==> config.mk <==
export PLATFORM = sky130hd
export DESIGN_NAME = img_stream_ctrl_flat
export DESIGN_NICKNAME = d
export VERILOG_FILES = /design/src/rtl/img_stream_ctrl_pkg.sv /design/src/rtl/img_stream_ctrl_if.sv /design/src/rtl/img_stream_ctrl_skid_buf.sv /design/src/rtl/img_stream_ctrl.sv /design/src/flat_wrapper.sv
export SDC_FILE = /design/constraint.sdc
export NUM_CORES = 1
export LEC_CHECK = 0
export CAP_MARGIN = 0
export CORE_MARGIN = 2
export CORE_UTILIZATION = 32
export DETAILED_ROUTE_END_ITERATION = 10
export REMOVE_ABC_BUFFERS = 1
export SYNTH_ARGS = -nofsm -noshare
export SYNTH_HDL_FRONTEND = slang
export SYNTH_SLANG_ARGS = --single-unit
==> constraint.sdc <==
create_clock -name clk -period 3.3 [get_ports clk]
set_clock_uncertainty 0.1 [all_clocks]
set_input_delay 0.99 -clock clk [delete_from_list [all_inputs] [get_ports clk]]
set_output_delay 0.99 -clock clk [all_outputs]
set_load 0.01 [all_outputs]
==> src/rtl/img_stream_ctrl_pkg.sv <==
// Shared definitions for the image streaming controller.
//   state_t     : controller FSM encoding (IDLE=0, STREAM=1, DRAIN=2)
//   PIX_W       : pixel width in bits
//   pix_t       : pixel plus frame markers carried through the skid buffer
//   safe_clog2  : counter width helper that never returns 0
package img_stream_ctrl_pkg;

    localparam int PIX_W = 8;

    typedef enum logic [1:0] {
        ST_IDLE   = 2'd0,
        ST_STREAM = 2'd1,
        ST_DRAIN  = 2'd2
    } state_t;

    typedef struct packed {
        logic [PIX_W-1:0] data;
        logic             sof;
        logic             eol;
        logic             eof;
    } pix_t;

    // A 1-wide or 1-high image still needs a 1-bit counter.
    function automatic int safe_clog2(input int n);
        return (n > 1) ? $clog2(n) : 1;
    endfunction

endpackage

==> src/rtl/img_stream_ctrl_if.sv <==
// ROM read port and pixel stream port of img_stream_ctrl.
//   master : the controller (drives rom_en/rom_addr and the m_* stream)
//   slave  : the environment (returns rom_data, drives m_ready)
interface img_stream_ctrl_if #(
    parameter int ADDR_W = 14
);
    import img_stream_ctrl_pkg::*;

    logic              rom_en;
    logic [ADDR_W-1:0] rom_addr;
    logic [PIX_W-1:0]  rom_data;
    logic              m_valid;
    logic              m_ready;
    logic [PIX_W-1:0]  m_data;
    logic              m_sof;
    logic              m_eol;
    logic              m_eof;

    modport master (
        output rom_en, rom_addr,
        input  rom_data,
        output m_valid, m_data, m_sof, m_eol, m_eof,
        input  m_ready
    );

    modport slave (
        input  rom_en, rom_addr,
        output rom_data,
        input  m_valid, m_data, m_sof, m_eol, m_eof,
        output m_ready
    );

endinterface

==> src/rtl/img_stream_ctrl_skid_buf.sv <==
// Two-entry fall-through skid buffer for pixels read from the ROM.
// When empty, the incoming word is presented combinationally on the output so
// a ROM read reaches the stream in the same cycle its data appears; any word
// not accepted is captured and held stable until the consumer takes it.
//   clk, rst    : clock, synchronous active-high reset
//   i_flush     : drop all contents (including the word arriving this cycle)
//   i_s_valid / o_s_ready / i_s_data : upstream side
//   o_m_valid / i_m_ready / o_m_data : downstream side (data zero when idle)
//   o_count     : number of words held in storage
module skid_buf
    import img_stream_ctrl_pkg::*;
(
    input  logic       clk,
    input  logic       rst,
    input  logic       i_flush,
    input  logic       i_s_valid,
    output logic       o_s_ready,
    input  pix_t       i_s_data,
    output logic       o_m_valid,
    input  logic       i_m_ready,
    output pix_t       o_m_data,
    output logic [1:0] o_count
);

    pix_t       r_mem0;   // head
    pix_t       r_mem1;
    logic [1:0] r_cnt;
    logic       w_push;
    logic       w_pop;

    assign o_s_ready = (r_cnt != 2'd2);
    assign o_m_valid = (r_cnt != 2'd0) || i_s_valid;
    assign o_count   = r_cnt;
    assign w_push    = i_s_valid && o_s_ready;
    assign w_pop     = o_m_valid && i_m_ready;

    always_comb begin
        o_m_data = '0;
        if (r_cnt != 2'd0)
            o_m_data = r_mem0;
        else if (i_s_valid)
            o_m_data = i_s_data;
    end

    always_ff @(posedge clk) begin
        if (rst || i_flush) begin
            r_cnt  <= 2'd0;
            r_mem0 <= '0;
            r_mem1 <= '0;
        end else begin
            case (r_cnt)
                2'd0: begin
                    // push+pop while empty is a pure pass-through
                    if (w_push && !w_pop) begin
                        r_mem0 <= i_s_data;
                        r_cnt  <= 2'd1;
                    end
                end
                2'd1: begin
                    if (w_push && w_pop) begin
                        r_mem0 <= i_s_data;
                    end else if (w_push) begin
                        r_mem1 <= i_s_data;
                        r_cnt  <= 2'd2;
                    end else if (w_pop) begin
                        r_cnt  <= 2'd0;
                    end
                end
                default: begin
                    if (w_pop) begin
                        r_mem0 <= r_mem1;
                        r_cnt  <= 2'd1;
                    end
                end
            endcase
        end
    end

endmodule

==> src/rtl/img_stream_ctrl.sv <==
// Image streaming controller: reads a WIDTH x HEIGHT image from a 1-cycle
// latency ROM in row-major order and streams it out over valid/ready with
// start-of-frame, end-of-line and end-of-frame markers.
//   clk, rst      : clock, synchronous active-high reset
//   start, abort  : frame request (IDLE only), frame termination
//   busy, done    : not-IDLE indicator, end-of-frame / abort pulse
//   bus (master)  : ROM read port and output pixel stream
module img_stream_ctrl
    import img_stream_ctrl_pkg::*;
#(
    parameter int WIDTH  = 128,
    parameter int HEIGHT = 128,
    parameter int ADDR_W = 14
)(
    input  logic              clk,
    input  logic              rst,
    input  logic              start,
    input  logic              abort,
    output logic              busy,
    output logic              done,
    img_stream_ctrl_if.master bus
);

    localparam int XW = safe_clog2(WIDTH);
    localparam int YW = safe_clog2(HEIGHT);
    localparam logic [XW-1:0] X_LAST = XW'(WIDTH - 1);
    localparam logic [YW-1:0] Y_LAST = YW'(HEIGHT - 1);

    state_t            r_state;
    logic [ADDR_W-1:0] r_addr;
    logic [XW-1:0]     r_x;
    logic [YW-1:0]     r_y;
    // Read issued last cycle: its data is on rom_data this cycle.
    logic              r_inf_vld;
    logic              r_inf_sof;
    logic              r_inf_eol;
    logic              r_inf_eof;

    logic [1:0]        w_occ;
    logic [1:0]        w_outstanding;
    logic              w_issue;
    logic              w_sof;
    logic              w_eol;
    logic              w_eof;
    pix_t              w_in;
    pix_t              w_out;
    logic              w_out_vld;
    logic              w_in_rdy;
    logic              w_xfer_last;

    // Never let stored + in-flight pixels exceed the two buffer slots, so a
    // returning ROM word always has somewhere to land.
    assign w_outstanding = w_occ + {1'b0, r_inf_vld};
    assign w_issue       = (r_state == ST_STREAM) && (w_outstanding < 2'd2);

    // Markers are decided when the address is issued and ride with the data.
    assign w_sof = (r_x == '0) && (r_y == '0);
    assign w_eol = (r_x == X_LAST);
    assign w_eof = w_eol && (r_y == Y_LAST);

    assign w_in = {bus.rom_data, r_inf_sof, r_inf_eol, r_inf_eof};

    skid_buf u_skid (
        .clk       (clk),
        .rst       (rst),
        .i_flush   (abort),
        .i_s_valid (r_inf_vld),
        .o_s_ready (w_in_rdy),
        .i_s_data  (w_in),
        .o_m_valid (w_out_vld),
        .i_m_ready (bus.m_ready),
        .o_m_data  (w_out),
        .o_count   (w_occ)
    );

    assign bus.rom_en   = w_issue;
    assign bus.rom_addr = r_addr;
    assign bus.m_valid  = w_out_vld;
    assign bus.m_data   = w_out.data;
    assign bus.m_sof    = w_out.sof;
    assign bus.m_eol    = w_out.eol;
    assign bus.m_eof    = w_out.eof;

    assign busy        = (r_state != ST_IDLE);
    assign w_xfer_last = (r_state == ST_DRAIN) && w_out_vld && bus.m_ready && w_out.eof;
    // Pulses in the cycle of the final handshake, or of an abort while busy.
    assign done        = !rst && ((abort && busy) || w_xfer_last);

    always_ff @(posedge clk) begin
        if (rst) begin
            r_state   <= ST_IDLE;
            r_addr    <= '0;
            r_x       <= '0;
            r_y       <= '0;
            r_inf_vld <= 1'b0;
            r_inf_sof <= 1'b0;
            r_inf_eol <= 1'b0;
            r_inf_eof <= 1'b0;
        end else begin
            r_inf_vld <= w_issue && !abort;
            if (w_issue) begin
                r_inf_sof <= w_sof;
                r_inf_eol <= w_eol;
                r_inf_eof <= w_eof;
            end
            if (abort) begin
                r_state <= ST_IDLE;
                r_addr  <= '0;
                r_x     <= '0;
                r_y     <= '0;
            end else begin
                case (r_state)
                    ST_IDLE: begin
                        if (start)
                            r_state <= ST_STREAM;
                    end
                    ST_STREAM: begin
                        if (w_issue) begin
                            // Address holds at the last pixel, so a full
                            // 2**ADDR_W image never wraps.
                            if (w_eof) begin
                                r_state <= ST_DRAIN;
                            end else begin
                                r_addr <= r_addr + 1'b1;
                                if (w_eol) begin
                                    r_x <= '0;
                                    r_y <= r_y + 1'b1;
                                end else begin
                                    r_x <= r_x + 1'b1;
                                end
                            end
                        end
                    end
                    ST_DRAIN: begin
                        if (w_xfer_last) begin
                            r_state <= ST_IDLE;
                            r_addr  <= '0;
                            r_x     <= '0;
                            r_y     <= '0;
                        end
                    end
                    default: r_state <= ST_IDLE;
                endcase
            end
        end
    end

endmodule

==> src/flat_wrapper.sv <==
// flat-port wrapper written by rule: the top's interface ports become plain ports
module img_stream_ctrl_flat import img_stream_ctrl_pkg::*;
#(
    parameter int WIDTH  = 128,
    parameter int HEIGHT = 128,
    parameter int ADDR_W = 14
)
  (clk, rst, start, abort, busy, done, bus_rom_en, bus_rom_addr, bus_rom_data, bus_m_valid, bus_m_data, bus_m_sof, bus_m_eol, bus_m_eof, bus_m_ready);
  img_stream_ctrl_if #(.ADDR_W(ADDR_W)) bus_i ();
  input  logic clk;
  input  logic rst;
  input  logic start;
  input  logic abort;
  output logic busy;
  output logic done;
  output wire logic [$bits(bus_i.rom_en)-1:0] bus_rom_en;
  output wire logic [$bits(bus_i.rom_addr)-1:0] bus_rom_addr;
  input wire logic [$bits(bus_i.rom_data)-1:0] bus_rom_data;
  output wire logic [$bits(bus_i.m_valid)-1:0] bus_m_valid;
  output wire logic [$bits(bus_i.m_data)-1:0] bus_m_data;
  output wire logic [$bits(bus_i.m_sof)-1:0] bus_m_sof;
  output wire logic [$bits(bus_i.m_eol)-1:0] bus_m_eol;
  output wire logic [$bits(bus_i.m_eof)-1:0] bus_m_eof;
  input wire logic [$bits(bus_i.m_ready)-1:0] bus_m_ready;
  assign bus_rom_en = bus_i.rom_en;
  assign bus_rom_addr = bus_i.rom_addr;
  assign bus_i.rom_data = bus_rom_data;
  assign bus_m_valid = bus_i.m_valid;
  assign bus_m_data = bus_i.m_data;
  assign bus_m_sof = bus_i.m_sof;
  assign bus_m_eol = bus_i.m_eol;
  assign bus_m_eof = bus_i.m_eof;
  assign bus_i.m_ready = bus_m_ready;
  img_stream_ctrl #(.WIDTH(WIDTH), .HEIGHT(HEIGHT), .ADDR_W(ADDR_W)) u_core (.clk(clk), .rst(rst), .start(start), .abort(abort), .busy(busy), .done(done), .bus(bus_i));
endmodule
==> out/metrics.csv <==
stage,metric,value,unit
run_status,status,finished clean,
cts,cts_tree,yes,
sta,rsz0062_at_grt,no,
sta,period_minus_slack,3130,ps
detailed_routing,vias,3025,
yosys,ys_seq_area_share,37.5,%
layout,fin_cells,578,
cts,htree_levels,3,
cts,clock_sinks,58,
yosys,yosys_warnings,0,
detailed_routing,route.detailed.drc,0,
grt,grt_pass1_wl,13.2,mm
sta,relSlewSlack,56.4,%
setup_path,r2r_slack,670,ps
detailed_routing,ant_nets,0,
yosys,synthCells,395,
setup_path,r2r_end,u_core.bus.rom_addr[3],
detailed_routing,first_pass_iters,4,
grt,overflow,0,
placement,post-place-cells,562,
sta,tns,0,ps
sta,worst_pin_slew,653,ps
sta,fin_crit_sh,95.0,%
cts,ctsHoldBuffers,0,
yosys,synth_area,3100,sq um
yosys,synthTopCellsByArea,"dfxtp_1 (38%), nand2_1 (7.9%), a21oi_1 (5.0%)",
min_path,min_path_type,reg2reg,
die,die_w,102,microns
setup_path,critPathLaunchType,input port,
power_and_ir_drop,cellLeakagePower,1.32,nW
detailed_routing,routedWlPerCell,13.8,microns
yosys,yosys.area.top_type,dfxtp_1,
detailed_routing,via_per_inst,5.23,
die,rows,35,
cts,post_cts_resized,9,
run,maxCapViolCount,0,
cts,cts_made_buffers,9,
detailed_routing,wirelength,7.96,mm
cts,ctsRootBufferMaster,clkbuf_8,
sta,drv_slew,0,
power_and_ir_drop,powerDensity,377,nW/um^2
die,start_util,33.2,%
cts,path_clk_slew,70,ps
grt,antenna_found_initial,0,
setup_path,cp.arrival,2040,ps
cts,postCtsSetupBuffers,0,
grt,grt_pass1_vias,2843,
placement,io_buffers,41,
sta,finalHoldViolations,0,
layout,drive_above_1_share,11.1,%
yosys,synth_cell_types,58,
setup_path,r2r_start,u_core.r_state[1],
grt,track_usage,15.9,%
layout,syn_to_final_growth,27.4,%
detailed_routing,drt-initial-drc-count,132,
die,io_pins,42,
yosys,yosysTopAreaCellShare,37.5,%
die,fp.coreArea,9330,sq um
setup_path,crit_required,2210,ps
cts,worstSkewPairLatency,330,ps
setup_path,path_class,in2out,
power_and_ir_drop,vdd_ir_drop_max,0.219,mV
setup_path,endpoint,done,
grt,grt_max_degree,31,
yosys,synthArstFlopShare,0,%
setup_path,r2r_cells,8,
cts,cts_buffer_depth,2,
yosys,syn_avg_cell_area,7.84,sq um
setup_path,crit_start,abort,
yosys,ys_seq_elements,58,
yosys,ys.flop_type,dfxtp_1,
setup_path,endpoint_kind,output pin,
placement,hpwl,5.52,mm
layout,antenna_cells,0,
die,die_h,102,microns
placement,gp_congestion,0.839,
layout,nets,465,
die,die_area,10500,sq um
sta,finalSetupViolCount,0,
sta,fmax,319,MHz
yosys,synth_edf_count,0,
setup_path,path_max_fanout,2,
## cells in the final DEF (no fill, tap or decap), types with 4 or more instances in the layout
cell	count
clkbuf_8	11
buf_4	21
nand3b_1	4
a21oi_1	31
nand4_1	8
a31oi_1	4
and3_1	5
dlygate4sd2_1	8
nor2_1	34
nand3_1	9
o21ai_1	7
mux2i_1	13
dfxtp_1	55
a32o_1	4
a211oi_1	11
nor3_1	10
nor4_1	4
o21ai_0	29
clkdlybuf4s50_1	32
a41oi_1	5
ha_1	8
nand2_1	65
inv_1	10
## routing by layer
layer / track usage [%] / share of wire [%] / wire length, microns
met1: 19.6 / 47 / 3760
met2: 27.2 / 47 / 3750
met3: 2.94 / 3.5 / 278
met4: 6.77 / 2.1 / 168
met5: 0 / 0 / 0
## worst min-delay path by stage
stage / to / startpoint / slack [ps] / cells past startpoint
floorplan: u_core.u_skid.r_mem1[0] / u_core.u_skid.r_mem1[0] / 340 / 2
global placement: u_core.u_skid.r_mem1[0] / u_core.u_skid.r_mem1[0] / 340 / 2
detailed placement: u_core.u_skid.r_mem1[6] / u_core.u_skid.r_mem1[6] / 350 / 2
CTS: u_core.u_skid.r_mem1[6] / u_core.u_skid.r_mem1[6] / 360 / 2
global route: u_core.u_skid.r_mem1[10] / u_core.u_skid.r_mem1[10] / 370 / 2
finish: u_core.u_skid.r_mem1[6] / u_core.u_skid.r_mem1[6] / 360 / 2
## critical path, cell delays in order
cell and delay, ps:
clkdlybuf4s50_1 470, nor2b_1 130, a41oi_1 50, nor2_1 130
dlygate4sd2_1 280
## sequential cells by signal, indices dropped and copies added (netlist names), 2 cells and up
name,flops
u_core.u_skid.r_mem1,11
u_core.r_state,2
u_core.u_skid.o_count,2
u_core.bus.rom_addr,14
u_core.r_y,7
u_core.u_skid.r_mem0,11
u_core.r_x,7
## layout make-up
| cell class | count | area, sq um |
|---|---|---|
| inverter | 10 | 37.5 |
| timing repair buffer | 64 | 592 |
| clock inverter | 5 | 52.6 |
| tap | 129 | 161 |
| clock buffer | 11 | 151 |
| sequential | 58 | 1160 |
| fill | 938 | 5380 |
| multi-input combinational | 301 | 1780 |
## synth_stat cells (4+ instances only)
cell	instances
a211oi_1	11
a21oi_1	31
a31oi_1	4
a32o_1	4
a41oi_1	5
and3_1	5
buf_2	6
clkbuf_1	19
dfxtp_1	58
ha_1	8
inv_1	10
mux2i_1	13
nand2_1	65
nand3_1	9
nand3b_1	4
nand4_1	8
nor2_1	34
nor3_1	10
nor4_1	4
o21ai_0	29
o21ai_1	7
## power by group
part	switching, mW	internal, mW
Combinational	0.0563	0.0481
Clock	0.289	0.386
Sequential	0.00392	0.703
## cell families after synthesis
family	after synthesis	share of synthesized area (%)
adders and majority gates	8	3.23
buffers and inverters	36	4.85
DFF	58	37.5
muxes	13	4.20
and+or+nand+nor	164	26.2
xor gates and xnor gates	2	0.566
AOI/OAI and AO/OA	114	23.5
## stage by stage
step                worst slack, ps  utilization [%]  instance area (sq um)  hold WS [ps]  power [mW]
floorplan                       391                -                   2980           336       0.767
global placement              -75.9             40.1                   3740           341       0.827
detailed placement             -109             40.1                   3740           348       0.828
CTS                           0.651             42.2                   3940           357        1.51
global route                   41.6             42.3                   3940           370        1.56
finish                          165             42.3                   3940           355        1.49
Note: power is estimated with default switching activity, not from simulation.
